### src/rtl/vga_timing_pkg.sv
// Shared timing constants, sync polarity codes and pixel type for the VGA raster sequencer.
package vga_timing_pkg;

  localparam int unsigned DEF_H_VISIBLE = 640;
  localparam int unsigned DEF_H_FRONT   = 16;
  localparam int unsigned DEF_H_SYNC    = 96;
  localparam int unsigned DEF_H_BACK    = 48;
  localparam int unsigned DEF_V_VISIBLE = 480;
  localparam int unsigned DEF_V_FRONT   = 10;
  localparam int unsigned DEF_V_SYNC    = 2;
  localparam int unsigned DEF_V_BACK    = 33;

  localparam int unsigned DEF_H_TOTAL =
    DEF_H_VISIBLE + DEF_H_FRONT + DEF_H_SYNC + DEF_H_BACK;
  localparam int unsigned DEF_V_TOTAL =
    DEF_V_VISIBLE + DEF_V_FRONT + DEF_V_SYNC + DEF_V_BACK;

  localparam bit SYNC_POL_LOW  = 1'b1;
  localparam bit SYNC_POL_HIGH = 1'b0;

  typedef struct packed {
    logic [3:0] r;
    logic [3:0] g;
    logic [3:0] b;
  } rgb_t;

  // Bits needed to hold 0..total-1.
  function automatic int cnt_width(input int unsigned total);
    return (total <= 1) ? 1 : $clog2(total);
  endfunction

endpackage

### src/rtl/vga_timing_ctrl_if.sv
// Pixel bus between the raster sequencer (master) and the render logic (slave).
interface vga_timing_ctrl_if #(
  parameter int H_CNT_WID = 10,
  parameter int V_CNT_WID = 10
);

  logic [H_CNT_WID-1:0] H_CNT;
  logic [V_CNT_WID-1:0] next_V_CNT;
  logic                 H_BLANKING;
  logic                 NEXT_FRAME;
  logic [3:0]           r;
  logic [3:0]           g;
  logic [3:0]           b;

  modport master (
    output H_CNT, next_V_CNT, H_BLANKING, NEXT_FRAME,
    input  r, g, b
  );

  modport slave (
    input  H_CNT, next_V_CNT, H_BLANKING, NEXT_FRAME,
    output r, g, b
  );

endinterface

### src/rtl/wrap_counter.sv
// Enabled counter running 0..MAX; wrap flags the terminal count so it can chain.
module wrap_counter #(
  parameter int WID = 10,
  parameter int MAX = 799
) (
  input  logic           clk,
  input  logic           rst_n,
  input  logic           en,
  output logic [WID-1:0] cnt,
  output logic           wrap
);

  assign wrap = (cnt == WID'(MAX));

  always_ff @(posedge clk or negedge rst_n) begin
    // NOTE: state registers use non-blocking assignments so every flop samples pre-edge values.
    if (!rst_n)
      cnt <= '0;
    else if (en)
      cnt <= wrap ? '0 : cnt + 1'b1;
  end

endmodule

### src/rtl/vga_timing_ctrl.sv
// VGA raster sequencer: drives the pixel bus positions and registers blanked pixel + syncs to the pins.
module vga_timing_ctrl
  import vga_timing_pkg::*;
#(
  parameter int H_VISIBLE       = DEF_H_VISIBLE,
  parameter int H_FRONT         = DEF_H_FRONT,
  parameter int H_SYNC          = DEF_H_SYNC,
  parameter int H_BACK          = DEF_H_BACK,
  parameter int V_VISIBLE       = DEF_V_VISIBLE,
  parameter int V_FRONT         = DEF_V_FRONT,
  parameter int V_SYNC          = DEF_V_SYNC,
  parameter int V_BACK          = DEF_V_BACK,
  parameter bit SYNC_ACTIVE_LOW = SYNC_POL_LOW,
  parameter int H_CNT_WID       = cnt_width(DEF_H_TOTAL),
  parameter int V_CNT_WID       = cnt_width(DEF_V_TOTAL)
) (
  input  logic              CLK,
  input  logic              RST_N,
  input  logic              PIX_CE,
  vga_timing_ctrl_if.master bus,
  output logic [3:0]        VGA_R,
  output logic [3:0]        VGA_G,
  output logic [3:0]        VGA_B,
  output logic              HSYNC,
  output logic              VSYNC
);

  localparam int H_TOTAL  = H_VISIBLE + H_FRONT + H_SYNC + H_BACK;
  localparam int V_TOTAL  = V_VISIBLE + V_FRONT + V_SYNC + V_BACK;
  localparam int HS_START = H_VISIBLE + H_FRONT;
  localparam int HS_END   = HS_START + H_SYNC;
  localparam int VS_START = V_VISIBLE + V_FRONT;
  localparam int VS_END   = VS_START + V_SYNC;

  if (2**H_CNT_WID < H_TOTAL) begin : g_h_wid_err
    $fatal(1, "H_CNT_WID cannot hold H_TOTAL-1");
  end
  if (2**V_CNT_WID < V_TOTAL) begin : g_v_wid_err
    $fatal(1, "V_CNT_WID cannot hold V_TOTAL-1");
  end

  logic [H_CNT_WID-1:0] h_cnt;
  logic [V_CNT_WID-1:0] v_cnt;
  logic                 h_wrap;
  logic                 v_wrap;
  logic                 v_blank;
  logic                 hsync_act;
  logic                 vsync_act;
  rgb_t                 pix_q;

  wrap_counter #(.WID(H_CNT_WID), .MAX(H_TOTAL - 1)) u_h_cnt (
    .clk   (CLK),
    .rst_n (RST_N),
    .en    (PIX_CE),
    .cnt   (h_cnt),
    .wrap  (h_wrap)
  );

  // The line counter steps only on the pixel edge that ends a line.
  wrap_counter #(.WID(V_CNT_WID), .MAX(V_TOTAL - 1)) u_v_cnt (
    .clk   (CLK),
    .rst_n (RST_N),
    .en    (PIX_CE & h_wrap),
    .cnt   (v_cnt),
    .wrap  (v_wrap)
  );

  assign bus.H_CNT      = h_cnt;
  assign bus.next_V_CNT = v_wrap ? '0 : v_cnt + 1'b1;
  assign bus.H_BLANKING = (h_cnt >= H_CNT_WID'(H_VISIBLE));
  assign v_blank        = (v_cnt >= V_CNT_WID'(V_VISIBLE));

  // Gated by PIX_CE so the pulse is a single CLK wide even with a slow pixel rate.
  assign bus.NEXT_FRAME = PIX_CE && (h_cnt == '0) && (v_cnt == V_CNT_WID'(V_VISIBLE));

  assign hsync_act = (h_cnt >= H_CNT_WID'(HS_START)) && (h_cnt < H_CNT_WID'(HS_END));
  assign vsync_act = (v_cnt >= V_CNT_WID'(VS_START)) && (v_cnt < V_CNT_WID'(VS_END));

  // Pixel and syncs share one register stage so they leave the chip aligned.
  always_ff @(posedge CLK or negedge RST_N) begin
    if (!RST_N) begin
      pix_q <= '0;
      HSYNC <= SYNC_ACTIVE_LOW;
      VSYNC <= SYNC_ACTIVE_LOW;
    end else if (PIX_CE) begin
      pix_q <= (bus.H_BLANKING | v_blank) ? '0 : rgb_t'{bus.r, bus.g, bus.b};
      HSYNC <= hsync_act ^ SYNC_ACTIVE_LOW;
      VSYNC <= vsync_act ^ SYNC_ACTIVE_LOW;
    end
  end

  assign VGA_R = pix_q.r;
  assign VGA_G = pix_q.g;
  assign VGA_B = pix_q.b;

endmodule

### src/flat_wrapper.sv
// flat-port wrapper written by rule: the top's interface ports become plain ports
module vga_timing_ctrl_flat import vga_timing_pkg::*;
#(
  parameter int H_VISIBLE       = DEF_H_VISIBLE,
  parameter int H_FRONT         = DEF_H_FRONT,
  parameter int H_SYNC          = DEF_H_SYNC,
  parameter int H_BACK          = DEF_H_BACK,
  parameter int V_VISIBLE       = DEF_V_VISIBLE,
  parameter int V_FRONT         = DEF_V_FRONT,
  parameter int V_SYNC          = DEF_V_SYNC,
  parameter int V_BACK          = DEF_V_BACK,
  parameter bit SYNC_ACTIVE_LOW = SYNC_POL_LOW,
  parameter int H_CNT_WID       = cnt_width(DEF_H_TOTAL),
  parameter int V_CNT_WID       = cnt_width(DEF_V_TOTAL)
)
  (CLK, RST_N, PIX_CE, VGA_R, VGA_G, VGA_B, HSYNC, VSYNC, bus_H_CNT, bus_next_V_CNT, bus_H_BLANKING, bus_NEXT_FRAME, bus_r, bus_g, bus_b);
  vga_timing_ctrl_if #(.H_CNT_WID(H_CNT_WID), .V_CNT_WID(V_CNT_WID)) bus_i ();
  input  logic CLK;
  input  logic RST_N;
  input  logic PIX_CE;
  output logic [3:0] VGA_R;
  output logic [3:0] VGA_G;
  output logic [3:0] VGA_B;
  output logic HSYNC;
  output logic VSYNC;
  output wire logic [$bits(bus_i.H_CNT)-1:0] bus_H_CNT;
  output wire logic [$bits(bus_i.next_V_CNT)-1:0] bus_next_V_CNT;
  output wire logic [$bits(bus_i.H_BLANKING)-1:0] bus_H_BLANKING;
  output wire logic [$bits(bus_i.NEXT_FRAME)-1:0] bus_NEXT_FRAME;
  input wire logic [$bits(bus_i.r)-1:0] bus_r;
  input wire logic [$bits(bus_i.g)-1:0] bus_g;
  input wire logic [$bits(bus_i.b)-1:0] bus_b;
  assign bus_H_CNT = bus_i.H_CNT;
  assign bus_next_V_CNT = bus_i.next_V_CNT;
  assign bus_H_BLANKING = bus_i.H_BLANKING;
  assign bus_NEXT_FRAME = bus_i.NEXT_FRAME;
  assign bus_i.r = bus_r;
  assign bus_i.g = bus_g;
  assign bus_i.b = bus_b;
  vga_timing_ctrl #(.H_VISIBLE(H_VISIBLE), .H_FRONT(H_FRONT), .H_SYNC(H_SYNC), .H_BACK(H_BACK), .V_VISIBLE(V_VISIBLE), .V_FRONT(V_FRONT), .V_SYNC(V_SYNC), .V_BACK(V_BACK), .SYNC_ACTIVE_LOW(SYNC_ACTIVE_LOW), .H_CNT_WID(H_CNT_WID), .V_CNT_WID(V_CNT_WID)) u_core (.CLK(CLK), .RST_N(RST_N), .PIX_CE(PIX_CE), .bus(bus_i), .VGA_R(VGA_R), .VGA_G(VGA_G), .VGA_B(VGA_B), .HSYNC(HSYNC), .VSYNC(VSYNC));
endmodule
### config.mk
export PLATFORM = sky130hd
export DESIGN_NAME = vga_timing_ctrl_flat
export DESIGN_NICKNAME = d
export VERILOG_FILES = /design/src/rtl/vga_timing_pkg.sv /design/src/rtl/vga_timing_ctrl_if.sv /design/src/rtl/wrap_counter.sv /design/src/rtl/vga_timing_ctrl.sv /design/src/flat_wrapper.sv
export SDC_FILE = /design/constraint.sdc
export NUM_CORES = 1
export LEC_CHECK = 0
export CAP_MARGIN = 20
export CORE_UTILIZATION = 35
export CTS_CLUSTER_SIZE = 25
export DETAILED_ROUTE_END_ITERATION = 12
export SLEW_MARGIN = 10
export SYNTH_ARGS = -nofsm -noshare
export SYNTH_HDL_FRONTEND = slang
export SYNTH_SLANG_ARGS = --single-unit
### constraint.sdc
create_clock -name CLK -period 2.4 [get_ports CLK]
set_clock_uncertainty 0.15 [all_clocks]
set_input_delay 0.48 -clock CLK [delete_from_list [all_inputs] [get_ports CLK]]
set_output_delay 0.48 -clock CLK [all_outputs]
set_load 0.1 [all_outputs]
==> impl_metrics.json, run 1 <==
{
  "fin_crit_ns": 2.33,
  "fin_crit_sh_pct": 96.9,
  "final_cell_mix": "buf_4, nand2_1, dfrtp_1",
  "synth_ff_type": "dfrtp_1",
  "maxSlewHeadroom_pct": 70.9,
  "place_area_sq_um": 2710,
  "crit_fanout": 15,
  "rsz0062_at_grt": "no",
  "synthSimpleGateAreaFrac_pct": 25.3,
  "nNetsFinal": 280,
  "seqCellArea_sq_um": 865,
  "wl_per_cell_um": 13.6,
  "yosysTopAreaCell": "dfrtp_1",
  "gr-total-overflow": 0,
  "maxUsedRoutingLayer": "met4",
  "syn_area_sq_um": 1870,
  "met1_length_um": 2180,
  "clock_latency_ns": 0.29,
  "maxCapViolCount": 0,
  "port_buffers": 50,
  "multi_input_area_sq_um": 1080,
  "nFillCells": 481,
  "die_area_sq_um": 5640,
  "critPathKind": "reg -> out",
  "placementRows": 26,
  "synth_xor_area_share_pct": 6.56,
  "synthMuxAreaShare_pct": 1.14,
  "worstPathArrival_ns": 1.70,
  "crit_required_ns": 1.77,
  "numCtsBuffers": 5,
  "synth_compound_area_share_pct": 12.0,
  "wl_met2_um": 2040,
  "antenna_found_initial": 0,
  "async_reset_ff_share_pct": 100,
  "final_area_sq_um": 2900,
  "cts.sinks": 34,
  "drive_above_1_share_pct": 37.8,
  "synth.avg_cell_area_sq_um": 9.35,
  "start_util_pct": 36.4,
  "clock_tree.buffer_depth": 2,
  "ys_ff_latch": 34,
  "status": "completed",
  "synth_area_leaders": "dfrtp_1, o21ai_0, nand2_1",
  "die_w_um": 75.1,
  "cts_tree": "yes",
  "drtPass1Iterations": 4,
  "hpwl_um": 3210,
  "worst_hold_path_type": "reg -> reg",
  "track_usage_pct": 17.5,
  "drt-initial-drc-count": 65,
  "hold_buffers": 0,
  "tightest_slew_ns": 0.436,
  "drcViolationCount": 0,
  "cts_root_buf": "clkbuf_8",
  "drt-vias-per-instance": 4.94,
  "synth_top_family_by_area": "simple AND/OR/NAND/NOR gates",
  "synth_edf_count": 0,
  "end_kind": "output pin",
  "clkSlewWorstSetupHoldPaths_ns": 0.07,
  "setup_viol": 0,
  "layout_commonest_cell": "buf_4",
  "pwr_density_cell_nw_per_um2": 682,
  "total_power_mw": 1.98,
  "max_freq_ghz": 0.430,
  "p_leak_nw": 1.30,
  "synth_warnings": 0,
  "syn-num-nets": 219,
  "via_count": 1640,
  "synth_top_area_share_pct": 42.8,
  "final_antenna_net_count": 0,
  "grt_pass1_wl_um": 7200,
  "dieHeight_um": 75.1,
  "htree_levels": 2,
  "grt_pass1_vias": 1475,
  "peakVddDrop_uv": 812,
  "ys_types": 44,
  "core_area_sq_um": 5140,
  "io_pins": 51,
  "synthAdderAreaFrac_pct": 2.68,
  "n_antenna_cell": 0,
  "wl_met3_um": 227,
  "wl_um": 4520,
  "place_congestion": 0.801,
  "grt_max_degree": 35,
  "worstSetupStartpointType": "register",
  "hold_violations": 0,
  "netlist_instances": 200,
  "yosysSeqAreaShare_pct": 45.6,
  "syn_to_final_growth_pct": 55.4,
  "drv_slew": 0,
  "reg2reg_slack_ns": 0.50
}
area by class of cell:
type	count	share of cell area [%]
repair buffers	66	24.3
flip-flops and latches	34	29.8
inverters	16	2.07
clock buffers	8	3.79
well taps	70	3.02
multi-input cells	138	37.1
flip-flops by register name, summed over array words and instances, names as in the netlist:
| name | count |
|---|---|
| u_core.VGA_G | 4 |
| u_core.HSYNC | 1 |
| u_core.VSYNC | 1 |
| u_core.u_v_cnt.cnt | 10 |
| u_core.VGA_B | 4 |
| u_core.VGA_R | 4 |
| u_core.u_h_cnt.cnt | 10 |
metrics by stage:
step	utilization, %	setup TNS, ns	setup WS (ns)	std cells	hold slack [ns]
floorplan	-	-0.246	-0.246	200	0.0344
global placement	52.7	0	0.162	322	0.331
detailed placement	52.7	0	0.137	322	0.341
CTS	55.1	-0.183	-0.0595	330	0.355
global route	56.5	0	0.00454	332	0.368
finish	56.5	0	0.0732	332	0.354
cell families (layout without fill, tap and decap cells):
family                   count (synthesis)  count (layout)
adder cells (fa/ha/maj)                  4               4
AND/OR/NAND/NOR                         81              81
flip-flops                              34              34
AO/OA/AOI/OAI                           37              37
multiplexers                             2               2
XOR/XNOR                                14              14
buffers and inverters                   28              90
worst paths after layout:
kind                                                    from                           endpoint  cells past startpoint
setup reg to reg           u_core.u_h_cnt.cnt[5]$_DFFE_PN0P_  u_core.u_v_cnt.cnt[6]$_DFFE_PN0P_                      5
setup / recovery           u_core.u_v_cnt.cnt[0]$_DFFE_PN0P_                  bus_next_V_CNT[1]                      6
hold reg to reg                     u_core.HSYNC$_DFFE_PN1P_           u_core.HSYNC$_DFFE_PN1P_                      2
min in group asynchronous                              RST_N        u_core.VGA_B[0]$_DFFE_PN0P_                      2
hold / removal                      u_core.HSYNC$_DFFE_PN1P_           u_core.HSYNC$_DFFE_PN1P_                      2
max in group asynchronous                              RST_N  u_core.u_v_cnt.cnt[1]$_DFFE_PN0P_                      2
cell usage after synthesis, types with 6 or more instances:
cell	count
o21ai_0	19
nand2_1	24
a22o_1	6
xnor2_1	6
xor2_1	8
inv_1	16
nor3_1	8
dfrtp_1	32
nor2_1	11
buf_2	6
layer usage:
metal | track usage, % | vias to the layer above
met5 | 0 | -
met4 | 7.55 | 0
met3 | 4.15 | 7
met2 | 25.7 | 41
met1 | 24.5 | 781
li1 | - | 811
where the power goes:
| group | total (mW) | switching (mW) | internal (mW) |
|---|---|---|---|
| Clock | 0.497 | 0.208 | 0.290 |
| Sequential | 0.726 | 0.0930 | 0.633 |
| Combinational | 0.756 | 0.565 | 0.191 |
critical path, cell delays in order, from the launching register on:
cell and delay (ns):
dfrtp_2 0.43, inv_1 0.06, ha_1 0.21, and4bb_4 0.22, buf_12 0.16, nor2b_4 0.15
buf_12 0.18
timing repair:
item                       in CTS  in global routing
setup buffers                   0                  2
pin swaps                       0                  2
gates resized for setup         5                  9
cloned                          0                  0
setup endpoints to repair      10                  9
(Power assumes the default switching activity.)
==> inputs of run 2 (changes only) <==
- CTS_CLUSTER_SIZE: 25 -> not set
==> results of run 2 <==
Final layout, timing and power as in run 1 (identical DEF).
